**config.mk**
```make
export PLATFORM = sky130hd
export DESIGN_NAME = dram_ctl_flat
export DESIGN_NICKNAME = d
export VERILOG_FILES = /design/src/rtl/dram_pkg.sv /design/src/rtl/dram_ctl_if.sv /design/src/rtl/dram_refresh_timer.sv /design/src/rtl/dram_ctl.sv /design/src/flat_wrapper.sv
export SDC_FILE = /design/constraint.sdc
export NUM_CORES = 1
export LEC_CHECK = 0
export BUFFER_PORTS_ARGS = -buffer_cell sky130_fd_sc_hd__clkbuf_2
export CORE_MARGIN = 2
export CORE_UTILIZATION = 42
export CTS_BUF_LIST = sky130_fd_sc_hd__clkbuf_4 sky130_fd_sc_hd__clkbuf_8 sky130_fd_sc_hd__clkbuf_16
export CTS_CLUSTER_DIAMETER = 100
export DETAILED_ROUTE_END_ITERATION = 10
export PLACE_DENSITY = 0.77
export SYNTH_ARGS = -nofsm -noshare
export SYNTH_HDL_FRONTEND = slang
export SYNTH_SLANG_ARGS = --single-unit
export TNS_END_PERCENT = 1
```
**constraint.sdc**
```tcl
create_clock -name DRAM_CLK -period 1.7 [get_ports DRAM_CLK]
set_input_delay 0.34 -clock DRAM_CLK [delete_from_list [all_inputs] [get_ports DRAM_CLK]]
set_output_delay 0.34 -clock DRAM_CLK [all_outputs]
set_load 0.1 [all_outputs]
```
**src/rtl/dram_pkg.sv**
```systemverilog
// dram_pkg: FSM state encoding, timing defaults, CAS encodings and the 68030 lane decode shared by dram_ctl.
//   DRAMCTL_BURST_EN adds the burst CAS-precharge state BPRE.
package dram_pkg;

    localparam int MA_BITS          = 13;
    localparam int T_RCD_DEF        = 2;
    localparam int T_CAS_DEF        = 2;
    localparam int T_RP_DEF         = 3;
    localparam int REF_INTERVAL_DEF = 780;

    localparam logic [3:0] CAS_ALL  = 4'h0;
    localparam logic [3:0] CAS_NONE = 4'hF;

`ifdef DRAMCTL_BURST_EN
    typedef enum logic [3:0] {IDLE, RCD, CAS, ACK, PRE, REF_CAS, REF_RAS, REF_PRE, BPRE} state_t;
`else
    typedef enum logic [3:0] {IDLE, RCD, CAS, ACK, PRE, REF_CAS, REF_RAS, REF_PRE} state_t;
`endif

    // Active-low column strobes for a 32-bit port; nCAS[3] is byte offset 0.
    // Reads strobe every lane; writes strobe offsets a .. a+size-1, clipped at offset 3.
    function automatic logic [3:0] lane_mask(input logic [1:0] siz, input logic [1:0] a, input logic rnw);
        logic [2:0] n;
        logic [3:0] m;
        n = (siz == 2'b00) ? 3'd4 : {1'b0, siz};
        m = CAS_NONE;
        for (int o = 0; o < 4; o++)
            if (o >= int'(a) && o < int'(a) + int'(n)) m[3 - o] = 1'b0;
        return rnw ? CAS_ALL : m;
    endfunction

endpackage

```
**src/rtl/dram_ctl_if.sv**
```systemverilog
// dram_ctl_if: 68030 bus side and DRAM side of one SIMM bank.
//   master: bus/system controller side (drives strobes, address, size); slave: the controller.
interface dram_ctl_if;
    import dram_pkg::*;

    logic               nDRAMSEL;
    logic               nAS;
    logic               nDS;
    logic               RnW;
    logic [1:0]         SIZ;
    logic [27:0]        ADDR;
    logic               nCBREQ;
    logic [1:0]         DSACK;
    logic               CBACK;
    logic               nRAS;
    logic [3:0]         nCAS;
    logic               nWE;
    logic [MA_BITS-1:0] MA;

    modport master (output nDRAMSEL, nAS, nDS, RnW, SIZ, ADDR, nCBREQ,
                    input  DSACK, CBACK, nRAS, nCAS, nWE, MA);
    modport slave  (input  nDRAMSEL, nAS, nDS, RnW, SIZ, ADDR, nCBREQ,
                    output DSACK, CBACK, nRAS, nCAS, nWE, MA);

endinterface

```
**src/rtl/dram_refresh_timer.sv**
```systemverilog
// dram_refresh_timer: free-running refresh interval counter with a sticky request flag.
//   DRAM_CLK, RESET (async, active high); refClr in clears the request; refPending out.
//   Expiries while a request is already pending are dropped on purpose.
module dram_refresh_timer
    import dram_pkg::*;
#(
    parameter int REF_INTERVAL = REF_INTERVAL_DEF
) (
    input  logic DRAM_CLK,
    input  logic RESET,
    input  logic refClr,
    output logic refPending
);
    localparam int W = $clog2(REF_INTERVAL);

    logic [W-1:0] count;
    logic         expire;

    assign expire = count == W'(REF_INTERVAL - 1);

    // A new expiry wins over a clear on the same edge.
    always_ff @(posedge DRAM_CLK or posedge RESET) begin
        if (RESET) begin
            count      <= '0;
            refPending <= 1'b0;
        end else begin
            count      <= expire ? '0 : count + W'(1);
            refPending <= expire | (refPending & ~refClr);
        end
    end

endmodule

```
**src/rtl/dram_ctl.sv**
```systemverilog
// dram_ctl: one-bank FPM DRAM controller turning 68030 async bus cycles into RAS/CAS/WE/MA, with CBR refresh.
//   DRAM_CLK, RESET (async, active high); bus: dram_ctl_if.slave (CPU strobes in; DSACK/CBACK and DRAM strobes out).
//   DRAMCTL_BURST_EN: enables cache line burst reads (CBACK, up to 4 longwords); otherwise CBACK is tied low.
module dram_ctl
    import dram_pkg::*;
#(
    parameter int T_RCD        = T_RCD_DEF,
    parameter int T_CAS        = T_CAS_DEF,
    parameter int T_RP         = T_RP_DEF,
    parameter int REF_INTERVAL = REF_INTERVAL_DEF
) (
    input logic       DRAM_CLK,
    input logic       RESET,
    dram_ctl_if.slave bus
);
    localparam int CW = 4;

    state_t             state;
    logic [CW-1:0]      cnt;
    logic [1:0]         asSync, selSync;
    logic               asN, selN, start, endAccess, refPending, refClr;
    logic               nRasR, nWeR, nWeLat;
    logic [3:0]         nCasR, laneR;
    logic [MA_BITS-1:0] maR, colR;
    logic [1:0]         dsackR;

    dram_refresh_timer #(.REF_INTERVAL(REF_INTERVAL)) uRefTimer (
        .DRAM_CLK  (DRAM_CLK),
        .RESET     (RESET),
        .refClr    (refClr),
        .refPending(refPending)
    );

    always_ff @(posedge DRAM_CLK or posedge RESET) begin
        if (RESET) begin
            asSync  <= 2'b11;
            selSync <= 2'b11;
        end else begin
            asSync  <= {asSync[0], bus.nAS};
            selSync <= {selSync[0], bus.nDRAMSEL};
        end
    end

    assign asN   = asSync[1];
    assign selN  = selSync[1];
    assign start = ~asN & ~selN;
    // nAS going away mid-access (BERR) and normal termination both release the row the same way.
    assign endAccess = asN && (state == RCD || state == CAS || state == ACK);
    assign refClr    = state == REF_PRE && cnt == CW'(T_RP - 1);

`ifdef DRAMCTL_BURST_EN
    logic [1:0] dsSync, cbSync, beat;
    logic       dsN, cbreqN, cbackR;

    always_ff @(posedge DRAM_CLK or posedge RESET) begin
        if (RESET) begin
            dsSync <= 2'b11;
            cbSync <= 2'b11;
        end else begin
            dsSync <= {dsSync[0], bus.nDS};
            cbSync <= {cbSync[0], bus.nCBREQ};
        end
    end

    assign dsN       = dsSync[1];
    assign cbreqN    = cbSync[1];
    assign bus.CBACK = cbackR;
`else
    assign bus.CBACK = 1'b0;
`endif

    always_ff @(posedge DRAM_CLK or posedge RESET) begin
        if (RESET) begin
            state  <= IDLE;
            cnt    <= '0;
            nRasR  <= 1'b1;
            nCasR  <= CAS_NONE;
            nWeR   <= 1'b1;
            nWeLat <= 1'b1;
            maR    <= '0;
            colR   <= '0;
            laneR  <= CAS_NONE;
            dsackR <= 2'b00;
`ifdef DRAMCTL_BURST_EN
            cbackR <= 1'b0;
            beat   <= 2'd0;
`endif
        end else if (endAccess) begin
            state  <= PRE;
            cnt    <= '0;
            nRasR  <= 1'b1;
            nCasR  <= CAS_NONE;
            nWeR   <= 1'b1;
            dsackR <= 2'b00;
`ifdef DRAMCTL_BURST_EN
            cbackR <= 1'b0;
`endif
        end else begin
            case (state)
                // Refresh has priority; a start seen on the same edge waits for it.
                IDLE: if (refPending) begin
                    state <= REF_CAS;
                    nCasR <= CAS_ALL;
                end else if (start) begin
                    state  <= RCD;
                    cnt    <= '0;
                    nRasR  <= 1'b0;
                    maR    <= bus.ADDR[27:15];
                    colR   <= bus.ADDR[14:2];
                    laneR  <= lane_mask(bus.SIZ, bus.ADDR[1:0], bus.RnW);
                    nWeLat <= bus.RnW;
`ifdef DRAMCTL_BURST_EN
                    beat   <= 2'd0;
`endif
                end
                // Column address and early-write nWE settle before CAS falls.
                RCD: begin
                    maR  <= colR;
                    nWeR <= nWeLat;
                    if (cnt == CW'(T_RCD - 1)) begin
                        state <= CAS;
                        cnt   <= '0;
                        nCasR <= laneR;
                    end else cnt <= cnt + CW'(1);
                end
                CAS: if (cnt == CW'(T_CAS - 1)) begin
                    state  <= ACK;
                    dsackR <= 2'b11;
`ifdef DRAMCTL_BURST_EN
                    if (beat == 2'd0) cbackR <= nWeLat & ~cbreqN;
`endif
                end else cnt <= cnt + CW'(1);
`ifdef DRAMCTL_BURST_EN
                // Next beat: nDS released while nAS held; column wraps within the 16-byte line.
                ACK: if (cbackR && cbreqN) cbackR <= 1'b0;
                else if (cbackR && dsN) begin
                    state  <= BPRE;
                    dsackR <= 2'b00;
                    nCasR  <= CAS_NONE;
                    maR    <= {colR[MA_BITS-1:2], colR[1:0] + 2'd1};
                    colR   <= {colR[MA_BITS-1:2], colR[1:0] + 2'd1};
                    beat   <= beat + 2'd1;
                    cbackR <= beat != 2'd2;
                end
                BPRE: begin
                    state <= CAS;
                    cnt   <= '0;
                    nCasR <= laneR;
                end
`endif
                PRE: if (cnt == CW'(T_RP - 1)) begin
                    state <= IDLE;
                    cnt   <= '0;
                end else cnt <= cnt + CW'(1);
                REF_CAS: begin
                    state <= REF_RAS;
                    cnt   <= '0;
                    nRasR <= 1'b0;
                end
                REF_RAS: if (cnt == CW'(T_RCD + T_CAS - 1)) begin
                    state <= REF_PRE;
                    cnt   <= '0;
                    nRasR <= 1'b1;
                    nCasR <= CAS_NONE;
                end else cnt <= cnt + CW'(1);
                REF_PRE: if (cnt == CW'(T_RP - 1)) begin
                    state <= IDLE;
                    cnt   <= '0;
                end else cnt <= cnt + CW'(1);
                default: ;
            endcase
        end
    end

    assign bus.nRAS  = nRasR;
    assign bus.nCAS  = nCasR;
    assign bus.nWE   = nWeR;
    assign bus.MA    = maR;
    // Raw nDS so DSACK follows the CPU's strobe release without synchronizer delay.
    assign bus.DSACK = dsackR & {2{~bus.nDS}};

endmodule

```
**src/flat_wrapper.sv**
```systemverilog
// flat-port wrapper written by rule: the top's interface ports become plain ports
module dram_ctl_flat import dram_pkg::*;
#(
    parameter int T_RCD        = T_RCD_DEF,
    parameter int T_CAS        = T_CAS_DEF,
    parameter int T_RP         = T_RP_DEF,
    parameter int REF_INTERVAL = REF_INTERVAL_DEF
)
  (DRAM_CLK, RESET, bus_nDRAMSEL, bus_nAS, bus_nDS, bus_RnW, bus_SIZ, bus_ADDR, bus_nCBREQ, bus_DSACK, bus_CBACK, bus_nRAS, bus_nCAS, bus_nWE, bus_MA);
  dram_ctl_if bus_i ();
  input logic DRAM_CLK;
  input logic RESET;
  input wire logic [$bits(bus_i.nDRAMSEL)-1:0] bus_nDRAMSEL;
  input wire logic [$bits(bus_i.nAS)-1:0] bus_nAS;
  input wire logic [$bits(bus_i.nDS)-1:0] bus_nDS;
  input wire logic [$bits(bus_i.RnW)-1:0] bus_RnW;
  input wire logic [$bits(bus_i.SIZ)-1:0] bus_SIZ;
  input wire logic [$bits(bus_i.ADDR)-1:0] bus_ADDR;
  input wire logic [$bits(bus_i.nCBREQ)-1:0] bus_nCBREQ;
  output wire logic [$bits(bus_i.DSACK)-1:0] bus_DSACK;
  output wire logic [$bits(bus_i.CBACK)-1:0] bus_CBACK;
  output wire logic [$bits(bus_i.nRAS)-1:0] bus_nRAS;
  output wire logic [$bits(bus_i.nCAS)-1:0] bus_nCAS;
  output wire logic [$bits(bus_i.nWE)-1:0] bus_nWE;
  output wire logic [$bits(bus_i.MA)-1:0] bus_MA;
  assign bus_i.nDRAMSEL = bus_nDRAMSEL;
  assign bus_i.nAS = bus_nAS;
  assign bus_i.nDS = bus_nDS;
  assign bus_i.RnW = bus_RnW;
  assign bus_i.SIZ = bus_SIZ;
  assign bus_i.ADDR = bus_ADDR;
  assign bus_i.nCBREQ = bus_nCBREQ;
  assign bus_DSACK = bus_i.DSACK;
  assign bus_CBACK = bus_i.CBACK;
  assign bus_nRAS = bus_i.nRAS;
  assign bus_nCAS = bus_i.nCAS;
  assign bus_nWE = bus_i.nWE;
  assign bus_MA = bus_i.MA;
  dram_ctl #(.T_RCD(T_RCD), .T_CAS(T_CAS), .T_RP(T_RP), .REF_INTERVAL(REF_INTERVAL)) u_core (.DRAM_CLK(DRAM_CLK), .RESET(RESET), .bus(bus_i));
endmodule
```
## Yosys cells after proc, flatten, opt, wreduce, memory -nomap -nowiden

Cells that the tools add are included.

| word-level totals | value |
|---|---|
| bits in registers | 62 |
| input port bits | 37 |

| operators by class | value |
|---|---|
| add/subtract/negate cells | 3 |
| $lt $le $gt $ge | 7 |
| eq/ne operators | 22 |
| multiplexer cells | 41 |
| bitwise gates (word level) | 10 |
| reduce and logical (&&, ||, !) cells | 24 |

Operators with widths:

| operator | count |
|---|---|
| two-way mux 4 bit | 19 |
| < comparator 3 x 32 -> 1 bit, first input constant | 2 |
| one-hot mux 4 bit (6 select lines) | 2 |
| < comparator 1 x 32 -> 1 bit, first input constant | 1 |
| < comparator 2 x 32 -> 1 bit, first input constant | 1 |
| two-way mux 13 bit | 2 |
| one-hot mux 13 bit (2 select lines) | 1 |
| AND reduction 4 bit | 5 |
| == test 4 x 2 -> 1 bit, second input constant | 4 |
| == test 4 x 3 -> 1 bit, second input constant | 4 |
| != test 3 x 2 -> 1 bit, second input constant | 5 |
| one-hot mux 4 bit (3 select lines) | 1 |
| adder 10 x 1 -> 10 bit, second input constant | 1 |
| == test 10 bit, second input constant | 1 |
| two-way mux 1 bit | 10 |
| two-way mux 10 bit | 1 |
| != test 3 x 1 -> 1 bit, second input constant | 3 |
| == test 4 x 1 -> 1 bit, second input constant | 2 |
| nonzero test 2 bit | 4 |
| nonzero test 4 bit | 2 |
| nonzero test 7 bit | 1 |
| two-way mux 2 bit | 3 |
| NOT 1 bit | 6 |
| AND reduction 6 bit | 1 |
| 18 further kinds | 25 |

## Longest topological paths before layout

Gate-level depths: netlist of the first run.

| logic depth | value |
|---|---|
| depth in word-level cells | 7 |
| mapped depth | 8 |
| gate-level depth less buffers | 7 |

## Hierarchy

Synthesis of the first run repeated with hierarchy kept, for this count alone.

| second synthesis, totals | value |
|---|---|
| cell total of the unflattened synthesis | 283 |
| area, all modules | 3,075.4 µm² |

Modules (own cells, without submodules):

| module | instances | cells an instance | area an instance (µm²) |
|---|---|---|---|
| dram_ctl | 1 | 236 | 2,539.9 |
| dram_refresh_timer | 1 | 47 | 535.5 |

## Worst setup path before layout of the first run

No wires, ideal clock.

| path | value |
|---|---|
| path kind | register to output |
| start point | reg, netlist name u_core.dsackR[0] |
| end point | out bus_DSACK[1] |
| arrival | 2,226 ps |
| slack | -866 ps |
| stages on the path, launching flop included | 3 |
| buffers on the path | 1 |
| path through | dfrtp_1 -> nor2b_1 -> buf_4 |

RTL lines:

| item | line | text |
|---|---|---|
| end, declared | flat_wrapper.sv:20 | `output wire logic [$bits(bus_i.DSACK)-1:0] bus_DSACK;` |

## Final worst setup path of the first run

| path | value |
|---|---|
| start point | reg u_core.cnt[1] |
| end point | reg u_core.state[0] |

| between the ends | value |
|---|---|
| cells in the longest elaborated chain, start to end | 3 |
| elaborated cells between the ends (all ways) | 8 |
| those cells by class | 7 x eq/ne; 1 x reduce/logical |

Ends and longest elaborated chain:

| item | line | text |
|---|---|---|
| start, declared | dram_ctl.sv:19 | `logic [CW-1:0] cnt;` |
| start signal, assigned | dram_ctl.sv:124 | `end else cnt <= cnt + CW'(1);` |
| start signal, assigned | dram_ctl.sv:132 | `end else cnt <= cnt + CW'(1);` |
| start signal, assigned | dram_ctl.sv:154 | `end else cnt <= cnt + CW'(1);` |
| == test 4 x 1 -> 1 bit (tied with other cells) | dram_ctl.sv:120, dram_ctl.sv:126 |  |
| != test 3 x 2 -> 1 bit (no line) / != test 3 x 1 -> 1 bit (equally long branches) | - |  |
| AND reduction 6 bit (no line) (*) | - |  |
| end signal, assigned | dram_ctl.sv:121 | `state <= CAS;` |
| end signal, assigned | dram_ctl.sv:127 | `state <= ACK;` |
| end signal, assigned | dram_ctl.sv:152 | `state <= IDLE;` |
| end, declared | dram_ctl.sv:18 | `state_t state;` |

Mark *: on every way between the ends. The rest lies on a longest branch, timed or not.
A chain may end at the register's enable or synchronous reset.

==> impl_metrics.yaml, run 1 <==
clocking:
  htree_num_levels: 3
  cts_buffer_depth: 2
  tritoncts: "built"
  clk_pin_slew_worst_paths_ns: 0.07
  clock_sinks: 60
  root_buffer: "clkbuf_8"
  cts_made_buffers: 9
  clk_latency_ns: 0.35
cells_and_area:
  diodes: 0
  multi_input_area_sq_um: 1540
  fillCellCount: 628
  regArea_sq_um: 1520
  area_growth_pct: 29.7
  final_nets: 433
  drive_above_1_share_pct: 42.1
synth:
  synth_top_family_by_area: "simple AND/OR/NAND/NOR gates"
  synth_mux_area_share_pct: 11.3
  synth_area_sq_um: 3140
  ys_seq_area_share_pct: 48.4
  synth_ff_type: "dfrtp_1"
  synthAdderAreaFrac_pct: 3.03
  synth_cell_types: 51
  yosysWarningCount: 0
  synth_edf_count: 0
  syn_nets: 345
  syn_inst: 301
  avgSynthCellArea_sq_um: 10.4
  yosys.area_share.simple_pct: 15.6
  synth_compound_area_share_pct: 14.2
  synth-seq-cells: 60
  synthXorXnorAreaFrac_pct: 2.51
  synthArstFlopShare_pct: 100
timing:
  fmax_ghz: 0.539
  rsz0062_at_grt: "yes"
  skew_ns: 0.0109
  finalSetupViolations: 11
  holdWs_ns: 0.0120
  maxSlewViolCount: 0
  period_share_pct: 109
  worst_pin_slew_ns: 0.552
  period_needed_ns: 1.85
  relSlewSlack_pct: 63.3
  hold_violations: 0
  worst_slack_ns: -0.154
grt:
  overflow: 0
  grt_max_degree: 27
  track_usage_pct: 18.4
  grt_pass1_wl_microns: 12000
  grt_antenna_before_repair: 0
  grt_pass1_vias: 2566
power:
  p_total_uw: 8600
  vdd_drop_max_mv: 1.80
  power_density_nw_per_um2: 2110
  p_leak_uw: 0.00198
floorplan:
  start_util_pct: 43.3
  core-area_sq_um: 7250
  dieHeight_microns: 90.4
  fp.dieArea_sq_um: 8180
  io_pins: 59
  die_x_microns: 90.4
  placementRows: 31
setup_path:
  crit_path_start_kind: "flop"
  crit_path_end_kind: "flop"
  path_cells: "inv_1, ha_2, nor3b_2, buf_4, o32ai_4, a221oi_4, mux2i_1, nand2_1"
  crit_fanout: 4
  cp_slowest_stage_delay_ns: 0.40
  rr_worst_depth: 8
  arrival_ns: 2.09
  worstPathRequired_ns: 1.93
  crit_slowest_cell: "dfrtp_1"
  path_class: "reg2reg"
route:
  routed_wl_microns: 6810
  drt_iter0_markers: 137
  routed_via_density: 5.10
  drc: 0
  drt-pass1-iter-count: 4
  vias: 2512
  ant_nets: 0
  wl_per_cell_microns: 13.8
flow_run:
  cap_violations: 0
outcome:
  status: "finished, violations left"
  violations: "negative setup slack"
placement:
  port-buffer-count: 56
  gp_congestion: 0.861
  dp_hpwl_microns: 4950
hold_path:
  hp-class: "in2async"
-- synthesized netlist by cell type (2+ instances only) --
| cell type | number | area [sq um] |
|---|---|---|
| nor3b_2 | 2 | 25.0 |
| buf_4 | 3 | 22.5 |
| clkbuf_1 | 8 | 30.0 |
| o22ai_1 | 2 | 12.5 |
| a21o_1 | 5 | 37.5 |
| or3b_1 | 3 | 26.3 |
| nand2b_1 | 4 | 25.0 |
| xnor2_1 | 7 | 61.3 |
| nor2_1 | 23 | 86.3 |
| o21ai_0 | 22 | 110 |
| nor2b_1 | 3 | 18.8 |
| ha_1 | 6 | 75.1 |
| and2_1 | 4 | 25.0 |
| xor2_1 | 2 | 17.5 |
| o21ai_1 | 2 | 10.0 |
| and3_1 | 2 | 12.5 |
| inv_1 | 9 | 33.8 |
| nand2_1 | 31 | 116 |
| nand3_1 | 10 | 50.1 |
| mux2_2 | 15 | 169 |
| dfstp_2 | 15 | 394 |
| a21oi_1 | 13 | 65.1 |
| o31ai_1 | 2 | 15.0 |
| buf_6 | 3 | 33.8 |
| buf_2 | 6 | 30.0 |
| dfrtp_1 | 45 | 1130 |
| a22o_1 | 5 | 43.8 |
| nor3_1 | 7 | 35.0 |
| o211a_1 | 2 | 20.0 |
| a211oi_1 | 2 | 15.0 |
| or3_1 | 2 | 12.5 |
| mux2_1 | 4 | 45.0 |
| mux2i_1 | 14 | 140 |
-- worst max-delay path, delay by kind of cell (launching register included) --
| family | cells | cell delay (ns) |
|---|---|---|
| adders and majority gates | 1 | 0.17 |
| AOI/OAI and AO/OA | 2 | 0.48 |
| buffers and inverters | 2 | 0.23 |
| muxes | 1 | 0.25 |
| and+or+nand+nor | 2 | 0.23 |
| DFF | 1 | 0.40 |
-- power by group --
group	internal [uW]	switching [uW]	total, uW
Sequential	2050	348	2400
Combinational	1670	3240	4920
Clock	692	587	1280
-- metrics by stage --
step	setup WS (ns)	TNS, ns	std cells	cell area, sq um	util [%]
after floorplan	-0.165	-5.47	301	3150	-
after global placement	-0.185	-1.23	474	3790	52.2
after detailed placement	-0.242	-1.80	474	3790	52.2
after CTS	-0.120	-0.694	492	4050	55.8
after global routing	-0.256	-2.03	493	4070	56.1
final	-0.154	-0.945	493	4070	56.1
-- cell type report --
type | instances | share of cell area, %
flip-flops and latches | 60 | 37.4
well taps | 99 | 3.04
clock buffers | 10 | 3.23
multi-input cells | 212 | 37.8
clock inverters | 6 | 1.57
inverters | 9 | 0.830
repair buffers | 97 | 16.2
-- kinds of logic after synthesis --
group                      Yosys count
AOI/OAI and AO/OA                   64
other                                1
xor gates and xnor gates             9
muxes                               33
and+or+nand+nor                     98
DFF                                 60
buffers and inverters               29
adders and majority gates            7
-- routing by layer --
layer / vias up / wire [microns] / track usage [%]
met5: - / 0 / 0
met4: 0 / 125 / 8.46
met3: 12 / 320 / 4.59
met2: 58 / 3360 / 31.2
met1: 1216 / 3000 / 22.1
li1: 1226 / - / -
-- what timing repair did --
item                                    CTS  global route
pin swaps                                 5             2
gates resized for setup                  10             4
hold buffers                              0             0
setup buffers                             2             1
endpoints found under the setup margin   11            15
-- path summary, 6_finish.rpt --
check	slack [ns]	start	to
min in group DRAM_CLK	0.08	bus_nDRAMSEL	u_core.selSync[0]
min	0.01	RESET	u_core.bus.MA[0]
min reg2reg	0.36	u_core.selSync[0]	u_core.selSync[1]
max in group asynchronous	1.11	RESET	u_core.bus.nCAS[3]
max	-0.15	u_core.cnt[1]	u_core.state[0]
max reg2reg	-0.15	u_core.cnt[1]	u_core.state[0]
-- placed cells by master (no fill, tap or decap), types with 4 or more instances in the layout --
| cell | n |
|---|---|
| clkbuf_2 | 48 |
| buf_4 | 45 |
| dfrtp_1 | 44 |
| nand2_1 | 31 |
| nor2_1 | 23 |
| o21ai_0 | 21 |
| mux2_2 | 15 |
| dfstp_2 | 15 |
| mux2i_1 | 14 |
| a21oi_1 | 10 |
| nand3_1 | 9 |
| clkbuf_8 | 9 |
| inv_1 | 8 |
| xnor2_1 | 7 |
| nor3_1 | 6 |
| a21o_1 | 5 |
| a22o_1 | 5 |
| ha_1 | 5 |
| nand2b_1 | 4 |
| and2_1 | 4 |
| mux2_1 | 4 |
| buf_12 | 4 |
-- flip-flops by register name (all words and copies together) (netlist names) --
register	flops
u_core.uRefTimer.refPending	1
u_core.dsackR	1
u_core.asSync	2
u_core.state	3
u_core.colR	13
u_core.bus.MA	13
u_core.bus.nWE	1
u_core.bus.nCAS	4
u_core.uRefTimer.count	10
u_core.cnt	4
u_core.nWeLat	1
u_core.bus.nRAS	1
u_core.laneR	4
u_core.selSync	2
No activity file was read; power rests on OpenSTA's default activity.
==> inputs of run 2 (changes only) <==
--- a/config.mk
+++ b/config.mk
@@ -8,7 +8,6 @@
 export BUFFER_PORTS_ARGS = -buffer_cell sky130_fd_sc_hd__clkbuf_2
 export CORE_MARGIN = 2
 export CORE_UTILIZATION = 42
-export CTS_BUF_LIST = sky130_fd_sc_hd__clkbuf_4 sky130_fd_sc_hd__clkbuf_8 sky130_fd_sc_hd__clkbuf_16
 export CTS_CLUSTER_DIAMETER = 100
 export DETAILED_ROUTE_END_ITERATION = 10
 export PLACE_DENSITY = 0.77
==> run 2 against run 1 <==
Net effect:
- the run still ends with negative setup slack left
- hold slack worse by 0.0014 ns
- critical path depth stayed put
- flip-flop and latch count stayed put
- core utilization is 0.052 points lower
- first-iteration DRC count is 6.6% lower
- fmax hardly changed
- power is 0.21% lower
- clock skew is 0.00057 ns higher
- register-to-register slack hardly changed
- global-route usage stayed put
- design area hardly changed
- non-clock buffer count stayed put
- critical path type unchanged
==> impl_metrics.yaml, run 2 (synthesis results as in run 1) <==
timing:
  finalSetupViolations: 11
  worst_slack_ns: -0.153
  worst_pin_slew_ns: 0.552
  skew_ns: 0.0114
  setup_tns_ns: -0.944
  fmax_ghz: 0.540
  rsz0062_at_grt: "yes"
  relSlewSlack_pct: 63.3
  holdWs_ns: 0.0105
  maxSlewViolCount: 0
  period_needed_ns: 1.85
  period_share_pct: 109
  hold_violations: 0
clocking:
  cts_made_buffers: 9
  cts_buffer_depth: 2
  clk_pin_slew_worst_paths_ns: 0.07
  clk_latency_ns: 0.35
  ctsHoldBuffers: 0
  tritoncts: "built"
  root_buffer: "clkbuf_8"
  htree_num_levels: 3
  clock_sinks: 60
setup_path:
  timing.rr.end: "u_core.state[0]"
  crit_fanout: 4
  worstPathRequired_ns: 1.93
  crit_path_start_kind: "flop"
  path_cells: "inv_1, ha_2, nor3b_2, buf_4, o32ai_4, a221oi_4, mux2i_1, nand2_1"
  crit_path_end: "u_core.state[0]"
  rr_worst_depth: 8
  crit_path_end_kind: "flop"
  r2r_slack_ns: -0.15
  path_depth: 8
  critPathTopFamily: "compound AO/OA/AOI/OAI gates"
  rr_startpoint: "u_core.cnt[1]"
  cp_slowest_stage_delay_ns: 0.40
  crit_path_start: "u_core.cnt[1]"
  crit_slowest_cell: "dfrtp_1"
  arrival_ns: 2.09
  crit_buf_inv: 2
  path_class: "reg2reg"
cells_and_area:
  final_common_cell: "clkbuf_2"
  final_nets: 433
  area_growth_pct: 29.5
  diodes: 0
  layout_common_cells: "clkbuf_2, buf_4, dfrtp_1"
  drive_above_1_share_pct: 41.9
floorplan:
  start_util_pct: 43.3
  placementRows: 31
  core-area_sq_um: 7250
  fp.dieArea_sq_um: 8180
  io_pins: 59
  die_x_microns: 90.4
  dieHeight_microns: 90.4
route:
  vias: 2506
  routed_wl_microns: 6790
  drc: 0
  drt_iter0_markers: 128
  ant_nets: 0
  wl_per_cell_microns: 13.8
  routed_via_density: 5.08
  drt-pass1-iter-count: 4
grt:
  track_usage_pct: 18.4
  grt_pass1_vias: 2566
  grt_antenna_before_repair: 0
  grt_pass1_wl_microns: 12000
  overflow: 0
  grt_max_degree: 27
outcome:
  status: "finished, violations left"
  violations: "negative setup slack"
placement:
  gp_congestion: 0.861
  port-buffer-count: 56
  dp_hpwl_microns: 4950
power:
  vdd_drop_max_mv: 1.80
  power_density_nw_per_um2: 2110
  p_total_uw: 8580
  p_leak_uw: 0.00198
hold_path:
  hp-class: "in2async"
flow_run:
  cap_violations: 0
-- run 2: cell counts in the layout (fill, tap and decap cells not counted) --
No cell type changed its count.
-- run 2: through the flow --
stage	utilization, %	setup slack (ns)	instances	instance area, sq um
after global routing	56.0	-0.257	493	4070
after detailed placement	52.2	-0.242	474	3790
after CTS	55.7	-0.121	492	4040
after floorplan	-	-0.165	301	3150
after global placement	52.2	-0.185	474	3790
final	56.0	-0.153	493	4070
-- run 2: cell type report --
cell class / instances / area, sq um
clock inverters: 6 / 63.8
well taps: 99 / 124
repair buffers: 97 / 658
inverters: 9 / 33.8
flip-flops and latches: 60 / 1520
multi-input cells: 212 / 1540
fillers: 628 / 3190
clock buffers: 10 / 128
-- run 2: metal layers --
metal	vias to the layer above	share of wire (%)	global-route usage (%)
met1	1212	44	22.1
met3	11	4.6	4.59
li1	1228	-	-
met4	0	1.9	8.46
met5	-	0	0
met2	55	49	31.2
-- run 2: worst min-delay path by stage --
| stage | start | to | slack [ns] | cells after the start |
|---|---|---|---|---|
| 3_3_place_gp | u_core.selSync[0] | u_core.selSync[1] | 0.35 | 0 |
| 3_5_place_dp | u_core.asSync[0] | u_core.asSync[1] | 0.35 | 0 |
| 5_1_grt | RESET | u_core.bus.MA[0] | 0.05 | 2 |
| 2_1_floorplan | bus_nAS | u_core.asSync[0] | 0.34 | 0 |
| 4_1_cts | RESET | u_core.bus.MA[0] | 0.02 | 2 |
| 6_report | RESET | u_core.bus.MA[0] | 0.01 | 2 |
-- run 2: power breakdown --
part / switching (uW) / internal (uW)
Combinational: 3240 / 1670
Clock: 590 / 676
Sequential: 345 / 2050
Total: 4170 / 4410
-- run 2: repair_timing --
action / in CTS / in global routing
resized for setup: 10 / 4
pin swaps: 5 / 2
endpoints found under the hold margin: 0 / 0
setup endpoints to repair: 11 / 15
buffers inserted: 2 / 1
gates cloned: 0 / 0
